## src/rtl/fetch_stage_bpred.sv

```systemverilog
// ---------------------------------------------------------------------------
// fetch_stage_bpred
//   Instruction fetch stage with a gshare direction predictor (PHT of 2-bit
//   saturating counters indexed by PC ^ GHR) and a direct-mapped BTB.
//   Owns the PC and drives the FE latch consumed by decode.
//
// Ports
//   clk, reset                      rising-edge clock, async active-high reset
//   imem_addr / imem_rdata          fetch address (= PC) and same-cycle data
//   stall_DE                        hold PC and FE latch
//   redirect_AGEX/redirect_pc_AGEX  mispredict flush and refetch address
//   bpu_*_AGEX                      resolved branch/jump training interface
//   fe_*                            FE latch towards decode
// ---------------------------------------------------------------------------
module fetch_stage_bpred #(
    parameter int                DBITS        = 32,
    parameter logic [DBITS-1:0]  STARTPC      = 32'h0000_0200,
    parameter int                GHR_BITS     = 8,
    parameter int                BTB_IDX_BITS = 4
) (
    input  logic                clk,
    input  logic                reset,
    output logic [DBITS-1:0]    imem_addr,
    input  logic [31:0]         imem_rdata,
    input  logic                stall_DE,
    input  logic                redirect_AGEX,
    input  logic [DBITS-1:0]    redirect_pc_AGEX,
    input  logic                bpu_valid_AGEX,
    input  logic [DBITS-1:0]    bpu_pc_AGEX,
    input  logic [GHR_BITS-1:0] bpu_pht_idx_AGEX,
    input  logic                bpu_taken_AGEX,
    input  logic [DBITS-1:0]    bpu_target_AGEX,
    input  logic                bpu_uncond_AGEX,
    output logic [31:0]         fe_inst,
    output logic [DBITS-1:0]    fe_pc,
    output logic [DBITS-1:0]    fe_pcplus,
    output logic [GHR_BITS-1:0] fe_pht_idx,
    output logic [DBITS-1:0]    fe_pred_pc,
    output logic [DBITS-1:0]    fe_inst_count,
    output logic                fe_invalid
);

    localparam int PHT_N = 1 << GHR_BITS;
    localparam int BTB_N = 1 << BTB_IDX_BITS;
    localparam int TAG_W = DBITS - BTB_IDX_BITS - 2;
    localparam logic [DBITS-1:0] INSN_BYTES = DBITS'(4);
    localparam logic [DBITS-1:0] ONE        = DBITS'(1);

    // 2-bit saturating counter step: up on taken, down on not-taken
    function automatic logic [1:0] sat_step(input logic [1:0] ctr, input logic up);
        logic [1:0] r;
        case ({up, ctr})
            3'b1_11: r = 2'b11;
            3'b0_00: r = 2'b00;
            3'b1_00, 3'b1_01, 3'b1_10: r = ctr + 2'b01;
            3'b0_01, 3'b0_10, 3'b0_11: r = ctr - 2'b01;
            default: r = ctr;
        endcase
        return r;
    endfunction

    // Architectural state
    logic [DBITS-1:0]    pc_q, pc_d;
    logic [DBITS-1:0]    cnt_q, cnt_d;
    logic [GHR_BITS-1:0] ghr_q, ghr_d;
    logic [1:0]          pht_q        [PHT_N];
    logic                btb_valid_q  [BTB_N];
    logic [TAG_W-1:0]    btb_tag_q    [BTB_N];
    logic [DBITS-1:0]    btb_target_q [BTB_N];
    logic                btb_uncond_q [BTB_N];

    // FE latch
    logic [31:0]         fe_inst_q,    fe_inst_d;
    logic [DBITS-1:0]    fe_pc_q,      fe_pc_d;
    logic [DBITS-1:0]    fe_pcplus_q,  fe_pcplus_d;
    logic [GHR_BITS-1:0] fe_idx_q,     fe_idx_d;
    logic [DBITS-1:0]    fe_pred_q,    fe_pred_d;
    logic [DBITS-1:0]    fe_cnt_q,     fe_cnt_d;
    logic                fe_invalid_q, fe_invalid_d;

    // Prediction / training combinational signals
    logic [GHR_BITS-1:0]     pht_idx_s;
    logic [BTB_IDX_BITS-1:0] btb_idx_s;
    logic                    btb_hit_s;
    logic [DBITS-1:0]        pcplus_s;
    logic [DBITS-1:0]        pred_pc_s;
    logic [1:0]              pht_wr_s;
    logic [BTB_IDX_BITS-1:0] btb_wr_idx_s;
    logic                    unused_s;

    assign imem_addr     = pc_q;
    assign fe_inst       = fe_inst_q;
    assign fe_pc         = fe_pc_q;
    assign fe_pcplus     = fe_pcplus_q;
    assign fe_pht_idx    = fe_idx_q;
    assign fe_pred_pc    = fe_pred_q;
    assign fe_inst_count = fe_cnt_q;
    assign fe_invalid    = fe_invalid_q;

    // Byte-offset bits of the training PC carry no information
    assign unused_s = ^bpu_pc_AGEX[1:0];

    // Prediction on the current PC, using pre-update table contents
    always_comb begin
        pht_idx_s = pc_q[GHR_BITS+1:2] ^ ghr_q;
        btb_idx_s = pc_q[BTB_IDX_BITS+1:2];
        btb_hit_s = btb_valid_q[btb_idx_s] &&
                    (btb_tag_q[btb_idx_s] == pc_q[DBITS-1:BTB_IDX_BITS+2]);
        pcplus_s  = pc_q + INSN_BYTES;
        if (btb_hit_s && (btb_uncond_q[btb_idx_s] || pht_q[pht_idx_s][1])) begin
            pred_pc_s = btb_target_q[btb_idx_s];
        end else begin
            pred_pc_s = pcplus_s;
        end
    end

    // Next PC / FE latch / count: redirect beats stall beats normal fetch
    always_comb begin
        pc_d         = pc_q;
        cnt_d        = cnt_q;
        fe_inst_d    = fe_inst_q;
        fe_pc_d      = fe_pc_q;
        fe_pcplus_d  = fe_pcplus_q;
        fe_idx_d     = fe_idx_q;
        fe_pred_d    = fe_pred_q;
        fe_cnt_d     = fe_cnt_q;
        fe_invalid_d = fe_invalid_q;
        if (redirect_AGEX) begin
            pc_d         = redirect_pc_AGEX;
            fe_inst_d    = 32'h0000_0000;
            fe_pc_d      = '0;
            fe_pcplus_d  = '0;
            fe_idx_d     = '0;
            fe_pred_d    = '0;
            fe_cnt_d     = '0;
            fe_invalid_d = 1'b1;
        end else if (stall_DE) begin
            pc_d  = pc_q;
            cnt_d = cnt_q;
        end else begin
            pc_d         = pred_pc_s;
            cnt_d        = cnt_q + ONE;
            fe_inst_d    = imem_rdata;
            fe_pc_d      = pc_q;
            fe_pcplus_d  = pcplus_s;
            fe_idx_d     = pht_idx_s;
            fe_pred_d    = pred_pc_s;
            fe_cnt_d     = cnt_q;
            fe_invalid_d = 1'b0;
        end
    end

    // Training values; GHR only moves on resolved conditional branches
    always_comb begin
        ghr_d        = ghr_q;
        pht_wr_s     = sat_step(pht_q[bpu_pht_idx_AGEX], bpu_taken_AGEX);
        btb_wr_idx_s = bpu_pc_AGEX[BTB_IDX_BITS+1:2];
        if (bpu_valid_AGEX && !bpu_uncond_AGEX) begin
            ghr_d = {ghr_q[GHR_BITS-2:0], bpu_taken_AGEX};
        end else begin
            ghr_d = ghr_q;
        end
    end

    // PC, count, GHR and FE latch registers
    always_ff @(posedge clk or posedge reset) begin
        if (reset) begin
            pc_q         <= STARTPC;
            cnt_q        <= '0;
            ghr_q        <= '0;
            fe_inst_q    <= 32'h0000_0000;
            fe_pc_q      <= '0;
            fe_pcplus_q  <= '0;
            fe_idx_q     <= '0;
            fe_pred_q    <= '0;
            fe_cnt_q     <= '0;
            fe_invalid_q <= 1'b1;
        end else begin
            pc_q         <= pc_d;
            cnt_q        <= cnt_d;
            ghr_q        <= ghr_d;
            fe_inst_q    <= fe_inst_d;
            fe_pc_q      <= fe_pc_d;
            fe_pcplus_q  <= fe_pcplus_d;
            fe_idx_q     <= fe_idx_d;
            fe_pred_q    <= fe_pred_d;
            fe_cnt_q     <= fe_cnt_d;
            fe_invalid_q <= fe_invalid_d;
        end
    end

    // PHT counters, reset to weakly not-taken
    always_ff @(posedge clk or posedge reset) begin
        if (reset) begin
            for (int i = 0; i < PHT_N; i++) begin
                pht_q[i] <= 2'b01;
            end
        end else if (bpu_valid_AGEX && !bpu_uncond_AGEX) begin
            pht_q[bpu_pht_idx_AGEX] <= pht_wr_s;
        end
    end

    // BTB valid bits: set on any taken resolution
    always_ff @(posedge clk or posedge reset) begin
        if (reset) begin
            for (int i = 0; i < BTB_N; i++) begin
                btb_valid_q[i] <= 1'b0;
            end
        end else if (bpu_valid_AGEX && bpu_taken_AGEX) begin
            btb_valid_q[btb_wr_idx_s] <= 1'b1;
        end
    end

    // BTB payload (tag/target/kind); only meaningful when valid
    always_ff @(posedge clk) begin
        if (bpu_valid_AGEX && bpu_taken_AGEX) begin
            btb_tag_q[btb_wr_idx_s]    <= bpu_pc_AGEX[DBITS-1:BTB_IDX_BITS+2];
            btb_target_q[btb_wr_idx_s] <= bpu_target_AGEX;
            btb_uncond_q[btb_wr_idx_s] <= bpu_uncond_AGEX;
        end
    end

endmodule
```

## config.mk

```make
export PLATFORM = sky130hd
export DESIGN_NAME = fetch_stage_bpred
export DESIGN_NICKNAME = d
export VERILOG_FILES = /design/src/rtl/fetch_stage_bpred.sv
export SDC_FILE = /design/constraint.sdc
export NUM_CORES = 2
export LEC_CHECK = 0
export ABC_AREA = 0
export BUFFER_PORTS_ARGS = -buffer_cell sky130_fd_sc_hd__clkbuf_2
export CAP_MARGIN = 10
export CORE_UTILIZATION = 58
export CTS_CLUSTER_DIAMETER = 50
export CTS_CLUSTER_SIZE = 10
export DETAILED_ROUTE_END_ITERATION = 10
export PLACE_DENSITY = 0.78
export SLEW_MARGIN = 0
export SYNTH_ARGS = -nofsm -noshare
export SYNTH_HDL_FRONTEND = slang
export SYNTH_SLANG_ARGS = --single-unit
```

## constraint.sdc

```tcl
create_clock -name clk -period 80.3 [get_ports clk]
set_input_delay 16.06 -clock clk [delete_from_list [all_inputs] [get_ports clk]]
set_output_delay 16.06 -clock clk [all_outputs]
set_load 0.01 [all_outputs]
```

# [Word-level counts from Yosys, hierarchy flattened]
# Memories as Yosys holds them, arrays and structs flattened.
# Cells that the tools add are included.
# W data, S select, Z words.
[classes] n_addsub=4 magnitude_cmp=6 n_eq_ne=9 mux=33 bitwise_logic=8 n_reduce_logical=12
[ops] op="$bwmux W512" n=1
[ops] op="$mux W32" n=12
[ops] op="$add A32 B1 Y32 const B" n=1
[ops] op="$add A32 B3 Y32 const B" n=1
[ops] op="$bmux W2 S8" n=2
[ops] op="$eq A26 B26 Y1" n=1
[ops] op="$ge A9 B9 Y1 const B" n=2
[ops] op="$not A8 Y9" n=2
[ops] op="$demux W2 S8" n=1
[ops] op="$mux W8" n=2
[ops] op="$or A16 B16 Y16" n=1
[ops] op="$eq A3 B3 Y1 const B" n=4
[ops] op="$ge A5 B5 Y1 const B" n=2
[ops] op="$mux W2" n=5
[ops] op="$not A4 Y5" n=2
[ops] op="$lt A9 B1 Y1 const B" n=1
[ops] op="$pmux W2 S4" n=1
[ops] op="$xor A8 B8 Y8" n=1
[ops] op="$mux W1" n=7
[ops] op="$eq A3 B2 Y1 const B" n=2
[ops] op="$logic_and A1 B1 Y1" n=6
[ops] op="$reduce_or A3 Y1" n=2
[ops] op="$lt A5 B1 Y1 const B" n=1
[ops] op="$bmux W1 S4" n=1
[ops] op="other kinds (10)" n=11
[word_totals] reg_bits=769 ram_bits=944 input_bits=143 output_inout_bits=201 word_cells=357 n_memories=3
[mem_list] name="btb_target_q" words=16 width=32 rd=1 rd_ports_with_merged_regs=0 write_ports=1 line="69" text="logic [DBITS-1:0] btb_target_q [BTB_N];"
[mem_list] name="btb_tag_q" words=16 width=26 rd=1 rd_ports_with_merged_regs=0 write_ports=1 line="68" text="logic [TAG_W-1:0] btb_tag_q [BTB_N];"
[mem_list] name="btb_uncond_q" words=16 width=1 rd=1 rd_ports_with_merged_regs=0 write_ports=1 line="70" text="logic btb_uncond_q [BTB_N];"

# [Longest topological paths before layout]
[depth] depth_word=10 depth_mapped=17 ltp_nobuf=9

# [Worst setup path before layout]
# Ideal clock, no wire load.
[synth_path] path_kind="input port to flip-flop" startpoint="input port bpu_pc_AGEX[2]" endpoint="register btb_valid_q[15] (netlist name)" setup_ns=0.090 arrival_ns=21.019 t_required_ns=80.210 path_slack_ns=59.191 cell_stages=3 path_buffers=0 cell_sequence="or3_1 -> nor3_1 -> or2_2"
[synth_via] elab_chain_len=6 elab_cells_between_ends=7 cone_classes="order compare (2); mux (2); bitwise (2); reduce/logical (1)"
[synth_rtl] element="start, declared" line="29" text="input logic [DBITS-1:0] bpu_pc_AGEX,"
[synth_rtl] element="$not A4 Y5 (implied by the code) (*)" line="210" text="btb_valid_q[btb_wr_idx_s] <= 1'b1;"
[synth_rtl] element="$ge A5 B5 Y1 (implied by the code) or $lt A5 B1 Y1 (tied branches)" line="210"
[synth_rtl] element="$logic_and A1 B1 Y1 (implied by the code)" line="210"
[synth_rtl] element="$mux W1 (implied by the code)" line="210"
[synth_rtl] element="$demux W1 S4 (*)" line="210"
[synth_rtl] element="$or A16 B16 Y16 (no source line) (*)"
[synth_rtl] element="end signal, assigned by index" line="207" text="btb_valid_q[i] <= 1'b0;"
[synth_rtl] element="end signal, assigned by index" line="210"
[synth_rtl] element="end, declared" line="67" text="logic btb_valid_q [BTB_N];"
# Every way passes the cells marked *; elsewhere a longest branch is shown, timed or not.
# A chain may end at the register's enable or synchronous reset.

# [Worst setup path after layout]
[layout_path] startpoint="input port bpu_pht_idx_AGEX[1]" endpoint="register pht_q[126] (netlist name)"
[layout_via] elab_chain_len=8 elab_cells_between_ends=23 cone_classes="add/sub (2); order compare (2); eq/ne (7); mux (7); bitwise (1); reduce/logical (4)"
[layout_rtl] element="start, declared" line="30" text="input logic [GHR_BITS-1:0] bpu_pht_idx_AGEX,"
[layout_rtl] element="$not A8 Y9 (implied by the code) (*)" line="156, 199"
[layout_rtl] element="$bmux W2 S8" line="156" text="pht_wr_s = sat_step(pht_q[bpu_pht_idx_AGEX], bpu_taken_AGEX);"
[layout_rtl] element="$mux W2 (implied by the code) (2 in series)" line="156"
[layout_rtl] element="$eq A3 B1 Y1 (tied with other cells)" line="52" text="case ({up, ctr})"
[layout_rtl] element="$reduce_or A3 Y1" line="52"
[layout_rtl] element="$pmux W2 S4" line="52"
[layout_rtl] element="$bwmux W512 (*)" line="199" text="pht_q[bpu_pht_idx_AGEX] <= pht_wr_s;"
[layout_rtl] element="end signal, assigned by index" line="199"
[layout_rtl] element="end, declared" line="66" text="logic [1:0] pht_q [PHT_N];"
# Every way passes the cells marked *; elsewhere a longest branch is shown, timed or not. The select of a mux whose other input is x is not followed.

==> out/results.ini <==
[run_status]
status=complete, no violations

[synth]
ys_warn_count=0
synth.distinct_cells=69
syn-cell-area_mm2=0.07523
synth_compound_area_frac=0.1048
synthXorXnorAreaFrac=0.01156
synth.area.mux_share=0.1708
avgSynthCellArea_um2=15.34
synth_fa_ha_area_frac=0.0003326
netlist_instances=4903
yosysSeqAreaShare=0.6363
synth.net_count=5048
ys.flop_type=edfxtp_1
synth_seq_cells=1711
synth_simple_gate_area_share=0.04363
synth_top_family_by_area=multiplexers
synth_edf_count=944
synthArstFlopShare=0.4483

[placed_design]
dp.cells=6637
dp_hpwl_mm=113.9
globalplace.congestion=0.8764
portBuffers=341

[final_layout]
final.fill_count=8582
nets=5256
fin_util=0.6556
drive_gt1_frac=0.3153
final-instance-count-excl-fill=6980
syn_to_final_growth_pct=11.70

[floorplan]
core_mm2=0.1282
die_h_um=362.1
die-area_mm2=0.1311
io_pins=344
die_x_um=362.1
num_rows=131
initial_core_util=0.5869

[setup_path]
reg2reg_to=imem_addr[11]$_DFFE_PP0P_
rrSetupSlack_ns=74.13
cp_cell_sequence=buf_6 > buf_4 > buf_4 > mux4_2 > mux4_2 > a22oi_1 > a22oi_1 > a31oi_2 > nor2_1 > o21ai_4 > buf_4 > buf_4 > o31ai_1
required_ns=81.00
crit_type=in2reg
crit_fanout=81
r2r_cells=12
slowest_delay_ns=0.90
cpMaxStageDelayCell=buf_4
worstReg2RegStart=imem_addr[2]$_DFFE_PP0P_
cp-end-kind=flip-flop
startpoint=bpu_pht_idx_AGEX[1]
cpMostUsedCell=buf_4
cp.arrival_ns=22.80
critPathLaunchType=primary input

[route]
vias=48190
drcViolationCount=0
routed_wirelength_mm=210.2
drtPass1Iterations=7
drt-initial-drc-count=7249
ant_nets=0
vias_per_cell=6.904
routedWlPerCell_um=30.12

[clocking]
ctsHoldBuffers=0
cts_made_buffers=197
clk_pin_slew_ns=0.06
cts_tree=done
cts-htree-levels=4
clockRootBuffer=clkbuf_16
cts_resized=0
ctsLongestPathBuffers=3
clkSinkCount=1711
cts_setup_buffers=0
clkLatencyLatePin_ns=0.85

[grt]
grt_max_degree=257
grt_use_total=0.3215
grt_pass1_wl_mm=311.0
grt_pass1_vias=47550
grt_overflow=0
antenna_found_initial=25

[timing]
tightestPinTransition_ns=1.272
hold_ws_ns=0.4653
rsz0062_at_grt=false
drv_slew=0
finalHoldViolations=0
max-slew-margin-rel=0.1521
skew_ns=0.06884
max_freq_mhz=45.27
tns_ns=0
setup_viol=0
fin_crit_ns=22.09
period_share=0.2751

[power_and_ir_drop]
vdd_drop_max_uv=25.06
p_total_mw=2.085
p_per_area_mw_per_mm2=24.81
total_leakage_power_nw=30.59

[hold_path]
holdPathStages=2
min_path_type=reg2reg
hold_end=pht_q[20]$_DFFE_PP1P_
min_from=pht_q[20]$_DFFE_PP1P_

[job]
max-cap-violations=0

-- stage by stage --
| step | cell area, um2 | worst slack, ns |
|---|---|---|
| finish | 84030 | 58.21 |
| detailed placement | 78000 | 57.42 |
| CTS | 83910 | 58.26 |
| global placement | 78000 | 57.43 |
| global route | 84020 | 57.86 |
| floorplan | 75230 | 43.14 |
-- critical path, delay by kind of cell --
family	cells	cell delay [ns]
AOI/OAI and AO/OA	5	1.63
buffers and inverters	5	3.65
muxes	2	1.15
and+or+nand+nor	1	0.11
-- power breakdown --
part / switching, mW / leakage [nW] / internal (mW)
Combinational: 0.162 / 9.73 / 0.105
Clock: 0.360 / 2.82 / 0.474
Sequential: 0.0251 / 18.0 / 0.959
-- cell type report --
type / count / area, um2 / area share
antenna: 14 / 35.03 / 0.0004169
clock buffer: 298 / 5401 / 0.06428
clock inverter: 27 / 509.2 / 0.006060
inverter: 6 / 31.28 / 0.0003722
multi-input combinational: 2721 / 25190 / 0.2998
sequential: 1711 / 47880 / 0.5697
tap: 1729 / 2163 / 0.02574
timing repair buffer: 474 / 2825 / 0.03362
-- routing by layer --
metal  routed length, um  vias up  global-route usage
met5                 112        -                   0
met4               10960       18              0.1594
met3               25010      755             0.08219
met2              100300     3492              0.5046
met1               73860    24270              0.4207
li1                    -    19660                   -
-- sequential cells by signal, indices dropped and copies added, names as in the netlist, 32 cells and up --
| register | count |
|---|---|
| btb_target_q | 512 |
| pht_q | 512 |
| btb_tag_q | 416 |
| cnt_q | 32 |
| fe_inst | 32 |
| fe_inst_count | 32 |
| fe_pc | 32 |
| fe_pred_pc | 32 |
| imem_addr | 32 |
-- worst max-delay path by stage --
stage | to | cells past startpoint | slack, ns
floorplan | btb_valid_q[0]$_DFFE_PP0P_ | 1 | 43.14
global placement | pht_q[120]$_DFFE_PP1P_ | 13 | 57.43
detailed placement | pht_q[102]$_DFFE_PP1P_ | 13 | 57.42
CTS | pht_q[184]$_DFFE_PP1P_ | 13 | 58.26
global route | pht_q[126]$_DFFE_PP1P_ | 13 | 57.86
finish | pht_q[126]$_DFFE_PP1P_ | 13 | 58.21
-- cells by family after synthesis --
| kind of cell | after synthesis |
|---|---|
| fa+ha+maj | 2 |
| xor+xnor | 95 |
| buf+inv | 471 |
| mux | 650 |
| compound gates | 1229 |
| flops | 1711 |
| simple gates | 745 |
-- synthesized netlist by cell type, types with 9 or more instances --
library cell  number  area (um2)
o31ai_1          157        1179
nand4_1           26       162.7
clkbuf_1         258       968.4
nand3_1           57       285.3
xnor2_1           61       534.3
o21ai_0          305        1526
dfrtp_1          509       12740
a21oi_1          290        1451
dfstp_2          258        6779
o21ai_1           12       60.06
a21o_1            21       157.7
nor2_1           240       900.9
mux2_2             9       101.4
o211ai_1          50       375.4
mux2i_1          135        1351
buf_6             69       777.0
edfxtp_1         944       28350
mux4_2           506       11400
o22ai_1            9       56.30
buf_2             58       290.3
a22oi_1           16       120.1
nand2b_1          18       112.6
xor2_1            32       280.3
o31ai_2           87        1089
nor3_1            24       120.1
and3_1            15       93.84
buf_4             19       142.6
buf_1             58       217.7
and2_1            11       68.82
nor2b_1           22       137.6
or2_2             18       112.6
a31oi_1          247        1545
nand2_1          286        1074
-- layout by cell type (no fill, tap or decap), drive strengths merged, types with 4 or more instances in the layout --
master	netlist	layout
nor4	6	6
a22oi	16	16
inv	6	9
a31oi	248	248
nor3	24	24
and4	5	5
nor2b	22	22
a211oi	4	4
clkinv	0	20
a311oi	4	4
o211ai	50	50
nor2	240	240
or2	18	18
mux2	9	9
and2	12	12
or3	6	6
o22ai	9	9
buf	206	137
nand2	286	286
nand4	26	26
diode	0	14
o21ai	318	318
mux4	506	506
mux2i	135	135
dfrtp	509	509
xor2	33	33
clkbuf	259	635
nand2b	18	18
xnor2	62	62
a21oi	291	291
and3	15	15
edfxtp	944	944
a2111oi	4	4
o2111ai	4	4
a21o	21	21
nand3	57	57
dfstp	258	258
o31ai	244	244
(Power assumes the default switching activity.)
